**src/rtl/dr_pkg.sv**
```systemverilog
// Shared definitions for the dual-rail sink: rail indices, the
// per-bit rail bundle type and the sink FSM state encoding.
package dr_pkg;

    localparam int RAIL_NUM = 2;
    localparam int RAIL_T   = 1;
    localparam int RAIL_F   = 0;

    typedef logic [RAIL_NUM-1:0] dr_bit_t;

    typedef enum logic [1:0] {
        WAIT_DATA = 2'd0,
        OFFER     = 2'd1,
        WAIT_NULL = 2'd2
    } dr_sink_state_e;

endpackage

```
**src/rtl/dr_sync.sv**
```systemverilog
// N-stage flop synchronizer on a W-bit vector, sync active-low reset to 0.
// Ports: clk_i, rst_ni, d_i (async input vector), q_o (synchronized vector).
module dr_sync #(
    parameter int W      = 2,
    parameter int STAGES = 2
) (
    input  logic         clk_i,
    input  logic         rst_ni,
    input  logic [W-1:0] d_i,
    output logic [W-1:0] q_o
);

    logic [STAGES-1:0][W-1:0] sync_q;

    always_ff @(posedge clk_i) begin
        if (!rst_ni) begin
            sync_q <= '0;
        end else begin
            sync_q <= {sync_q[STAGES-2:0], d_i};
        end
    end

    assign q_o = sync_q[STAGES-1];

endmodule

```
**src/rtl/dr_sink_sync.sv**
```systemverilog
// Dual-rail four-phase receiver: synchronizes rails, detects completion and
// spacer, decodes the word and offers it on a valid/ready port, then drives
// the link acknowledge through the data and spacer phases.
// Ports: clk_i, rst_ni (sync, active-low), in (dual-rail data), ack_o,
//   data_o, valid_o, ready_i, err_o (sticky 11-code flag).
// Option: define DR_SINK_ERR_EN to flag both-rails-high codes on err_o and
//   treat them as incomplete; otherwise err_o is 0 and 11 decodes as 1.
module dr_sink_sync
    import dr_pkg::*;
#(
    parameter int WIDTH       = 1,
    parameter int SYNC_STAGES = 2
) (
    input  logic                 clk_i,
    input  logic                 rst_ni,
    input  dr_bit_t [WIDTH-1:0]  in,
    output logic                 ack_o,
    output logic [WIDTH-1:0]     data_o,
    output logic                 valid_o,
    input  logic                 ready_i,
    output logic                 err_o
);

    dr_bit_t [WIDTH-1:0] s;

    dr_sync #(
        .W      (WIDTH*RAIL_NUM),
        .STAGES (SYNC_STAGES)
    ) u_sync (
        .clk_i  (clk_i),
        .rst_ni (rst_ni),
        .d_i    (in),
        .q_o    (s)
    );

    logic             complete;
    logic             is_null;
    logic [WIDTH-1:0] decoded;
    logic [WIDTH-1:0] bit_done;

    always_comb begin
        for (int i = 0; i < WIDTH; i++) begin
`ifdef DR_SINK_ERR_EN
            // An 11 bit is illegal and must not complete the word.
            bit_done[i] = s[i][RAIL_T] ^ s[i][RAIL_F];
`else
            bit_done[i] = s[i][RAIL_T] | s[i][RAIL_F];
`endif
            decoded[i] = s[i][RAIL_T];
        end
    end

    assign complete = &bit_done;
    assign is_null  = ~|s;

    dr_sink_state_e   state_q, state_d;
    logic [WIDTH-1:0] data_q, data_d;
    logic             ack_q, ack_d;

    always_comb begin
        state_d = state_q;
        data_d  = data_q;
        ack_d   = ack_q;
        unique case (state_q)
            WAIT_DATA: begin
                if (complete) begin
                    data_d  = decoded;
                    state_d = OFFER;
                end
            end
            OFFER: begin
                // Ack is held back until downstream takes the word.
                if (ready_i) begin
                    ack_d   = 1'b1;
                    state_d = WAIT_NULL;
                end
            end
            WAIT_NULL: begin
                if (is_null) begin
                    ack_d   = 1'b0;
                    state_d = WAIT_DATA;
                end
            end
            default: begin
                ack_d   = 1'b0;
                state_d = WAIT_DATA;
            end
        endcase
    end

    always_ff @(posedge clk_i) begin
        if (!rst_ni) begin
            state_q <= WAIT_DATA;
            data_q  <= '0;
            ack_q   <= 1'b0;
        end else begin
            state_q <= state_d;
            data_q  <= data_d;
            ack_q   <= ack_d;
        end
    end

`ifdef DR_SINK_ERR_EN
    logic both_hi;
    logic err_q;

    always_comb begin
        both_hi = 1'b0;
        for (int i = 0; i < WIDTH; i++) begin
            both_hi = both_hi | (s[i][RAIL_T] & s[i][RAIL_F]);
        end
    end

    always_ff @(posedge clk_i) begin
        if (!rst_ni) begin
            err_q <= 1'b0;
        end else if (both_hi) begin
            err_q <= 1'b1;
        end
    end

    assign err_o = err_q;
`else
    assign err_o = 1'b0;
`endif

    assign ack_o   = ack_q;
    assign data_o  = data_q;
    assign valid_o = (state_q == OFFER);

endmodule
```
**config.mk**
```make
export PLATFORM = sky130hd
export DESIGN_NAME = dr_sink_sync
export DESIGN_NICKNAME = d
export VERILOG_FILES = /design/src/rtl/dr_pkg.sv /design/src/rtl/dr_sync.sv /design/src/rtl/dr_sink_sync.sv
export SDC_FILE = /design/constraint.sdc
export NUM_CORES = 1
export LEC_CHECK = 0
export CAP_MARGIN = 20
export CORE_AREA = 2 2 39 41
export CTS_CLUSTER_DIAMETER = 50
export DETAILED_ROUTE_END_ITERATION = 12
export DIE_AREA = 0 0 41 43
export GPL_TIMING_DRIVEN = 1
export PLACE_DENSITY = 0.44
export SYNTH_ARGS = -nofsm -noshare
export SYNTH_HDL_FRONTEND = slang
export SYNTH_HIERARCHICAL = 1
export SYNTH_SLANG_ARGS = --single-unit
```
**constraint.sdc**
```tcl
create_clock -name clk_i -period 1.45 [get_ports clk_i]
set_clock_uncertainty 0.2 [all_clocks]
set_input_delay 0.435 -clock clk_i [delete_from_list [all_inputs] [get_ports clk_i]]
set_output_delay 0.435 -clock clk_i [all_outputs]
set_load 0.05 [all_outputs]
```
==> impl_metrics.env <==
export IMPL_failed_checks="setup timing"
export IMPL_clock_tree_from_tritoncts="done"
export IMPL_clkLatencyLatePin_ps=240
export IMPL_vdd_drop_max_v=0.000413
export IMPL_num_io_pins=9
export IMPL_yosysWarnings=6
export IMPL_grt_antenna_before_repair=0
export IMPL_cts_buffers=3
export IMPL_clockBufferDepth=2
export IMPL_crit_path_start_kind="flop"
export IMPL_synth_cell_types=15
export IMPL_htree_num_levels=1
export IMPL_wire_length_of_the_first_global_routing_pass_um=917
export IMPL_drv_cap=0
export IMPL_syn_mean_instance_area_um2=10.1
export IMPL_grt_overflow=0
export IMPL_synth_area_top_cells="sky130_fd_sc_hd__dfxtp_1 (51%), sky130_fd_sc_hd__and2_1 (8.0%), sky130_fd_sc_hd__buf_4 (7.2%), sky130_fd_sc_hd__o21bai_4 (6.0%), sky130_fd_sc_hd__o21a_1 (4.8%)"
export IMPL_final_net_count=49
export IMPL_path_max_fanout=2
export IMPL_dpl_hpwl_um=388
export IMPL_result_of_the_run="finished with violations"
export IMPL_fmaxAchievable_ghz=0.670
export IMPL_fin_ws_ps=-41.9
export IMPL_drtPass1Iterations=3
export IMPL_drt_antenna_violating_nets=0
export IMPL_vias_in_the_first_global_route=228
export IMPL_gp_routability_congestion=0.672
export IMPL_layout_cell_area_non_filler_um2=475
export IMPL_floorplan_initialDensity=0.226
export IMPL_buffer_ports_inserted=7
export IMPL_finalWorstPathRequiredPeriod_ps=1490
export IMPL_endpoint_kind="output pin"
export IMPL_syn_area_um2=313
export IMPL_rows=14
export IMPL_yosysTopAreaCell="sky130_fd_sc_hd__dfxtp_1"
export IMPL_detailroute_via_count=219
export IMPL_timing_final_max_slew_violations=0
export IMPL_layout_area_overhead_pct=52.0
export IMPL_leakage_nw=0.192
export IMPL_syn_num_nets=36
export IMPL_layout_worst_path_cycle_share=1.03
export IMPL_floorplan_die_area_um2=1760
export IMPL_synth_seq_area_share=0.512
export IMPL_timing_final_setup_violations=1
export IMPL_routed_wl_um=475
export IMPL_rsz0062_at_grt="yes"
export IMPL_worst_setup_hold_path_clk_slew_ps=50
export IMPL_hp_class="flop to flop"
export IMPL_floorplan_die_width_um=41
export IMPL_die_height_um=43
export IMPL_synth_cells=31
export IMPL_clock_sinks=8
export IMPL_yosys_register_bits=8
export IMPL_share_of_final_layout_standard_cells_stronger_than_drive_strength_1=0.357
export IMPL_route_detailed_vias_per_inst=3.78
export IMPL_worst_endpoint_arrival_ps=860
export IMPL_kind_of_critical_path="flop to output pin"
export IMPL_grt_max_degree=7
export IMPL_data_required_time_at_the_worst_endpoint_ps=820
export IMPL_grt_util_all_layers=0.0810
export IMPL_clock_tree_root_cell="sky130_fd_sc_hd__clkbuf_4"
export IMPL_initial_drt_markers=2
export IMPL_timing_final_hold_violations=0
export IMPL_cellPowerDensity_nw_per_um2=1060
export IMPL_diodes=0
export IMPL_drc=0
export IMPL_core_area_um2=1380
export IMPL_postPlaceCellArea_um2=433
export IMPL_finalCoreUtilization=0.344
export IMPL_wl_per_cell_um=8.19
export IMPL_synth_largest_type_area_fraction=0.512
[flip-flops by register name, summed over array words and instances, names as in the netlist]
name,flops
ack_o,1
data_o,1
state_q,2
u_sync/q_o,2
u_sync/sync_q,2
[cell usage after synthesis]
cell and n:
sky130_fd_sc_hd__nor3_1 1, sky130_fd_sc_hd__a21boi_1 1, sky130_fd_sc_hd__nand2_1 2, sky130_fd_sc_hd__inv_1 1, sky130_fd_sc_hd__o21a_1 2, sky130_fd_sc_hd__buf_4 3, sky130_fd_sc_hd__a21oi_1 1, sky130_fd_sc_hd__a31o_1 1
sky130_fd_sc_hd__and4bb_2 1, sky130_fd_sc_hd__dfxtp_1 8, sky130_fd_sc_hd__o21bai_4 1, sky130_fd_sc_hd__nor2_1 3, sky130_fd_sc_hd__conb_1 1, sky130_fd_sc_hd__and2_1 4, sky130_fd_sc_hd__nor2b_1 1
[power by group]
group / leakage [nW] / total [mW] / internal, mW / switching (mW)
clock: 0.0138 / 0.163 / 0.0943 / 0.0690
combinational: 0.111 / 0.100 / 0.0559 / 0.0445
sequential: 0.0669 / 0.240 / 0.231 / 0.00863
total: 0.192 / 0.504 / 0.381 / 0.122
[through the flow]
stage | power (mW) | TNS (ps) | worst slack [ps] | cells | hold slack, ps
floorplan | 0.300 | 0 | 122 | 31 | 212
global placement | 0.340 | -683 | -129 | 53 | 221
detailed placement | 0.342 | -815 | -148 | 53 | 224
CTS | 0.514 | -57.8 | -57.8 | 58 | 236
global route | 0.542 | -102 | -102 | 58 | 256
finish | 0.504 | -41.9 | -41.9 | 58 | 233
[final timing paths]
path              endpoint  cells after the start  slack (ps)             start
max reg2reg         data_o                      4         260        state_q[1]
min          u_sync/q_o[1]                      1         230  u_sync/sync_q[1]
max                valid_o                      2         -40        state_q[0]
min reg2reg  u_sync/q_o[1]                      1         230  u_sync/sync_q[1]
[layout make-up]
| type | instances | area [um2] |
|---|---|---|
| Fill cell | 145 | 908 |
| Sequential cell | 8 | 165 |
| Multi-Input combinational cell | 19 | 134 |
| Timing Repair Buffer | 11 | 130 |
| Clock buffer | 3 | 22.5 |
| Tap cell | 16 | 20.0 |
| Inverter | 1 | 3.75 |
[placed cells by master, fill, tap and decap left out, types with 2 or more instances in the layout]
cell type and count:
sky130_fd_sc_hd__dfxtp_1 6, sky130_fd_sc_hd__clkdlybuf4s50_1 4, sky130_fd_sc_hd__buf_4 4, sky130_fd_sc_hd__and2_1 4, sky130_fd_sc_hd__nor2_1 3, sky130_fd_sc_hd__clkbuf_4 3
sky130_fd_sc_hd__buf_12 3, sky130_fd_sc_hd__nand2_1 2, sky130_fd_sc_hd__o21a_1 2
[critical path: stages, from the launching register on]
cell and delay (ps):
sky130_fd_sc_hd__dfxtp_2 320, sky130_fd_sc_hd__nor2b_4 150, sky130_fd_sc_hd__buf_12 140
[repair_timing]
item | 4_1_cts | 5_1_grt
endpoints found under the hold margin | 0 | 0
hold buffers | 0 | 0
gates cloned | 0 | 0
pin swaps | 0 | 0
gates resized for setup | 3 | 0
buffers inserted | 2 | 0
endpoints found under the setup margin | 1 | 1
[cells by family (layout without fill, tap and decap cells)]
kind of cell / Yosys count / in the layout / share of synthesized area
and+or+nand+nor: 12 / 12 / 0.216
DFF: 8 / 8 / 0.512
AOI/OAI and AO/OA: 6 / 6 / 0.176
buffers and inverters: 4 / 15 / 0.0840
other: 1 / 1 / 0.0120
[layer usage]
metal / up-vias / track usage / share of wire
li1: 120 / - / -
met1: 94 / 0.0825 / 0.43
met2: 5 / 0.125 / 0.52
met3: 0 / 0.0157 / 0.048
met4: 0 / 0.0800 / 0
met5: - / 0 / 0
Note: power is estimated with default switching activity, not from simulation.
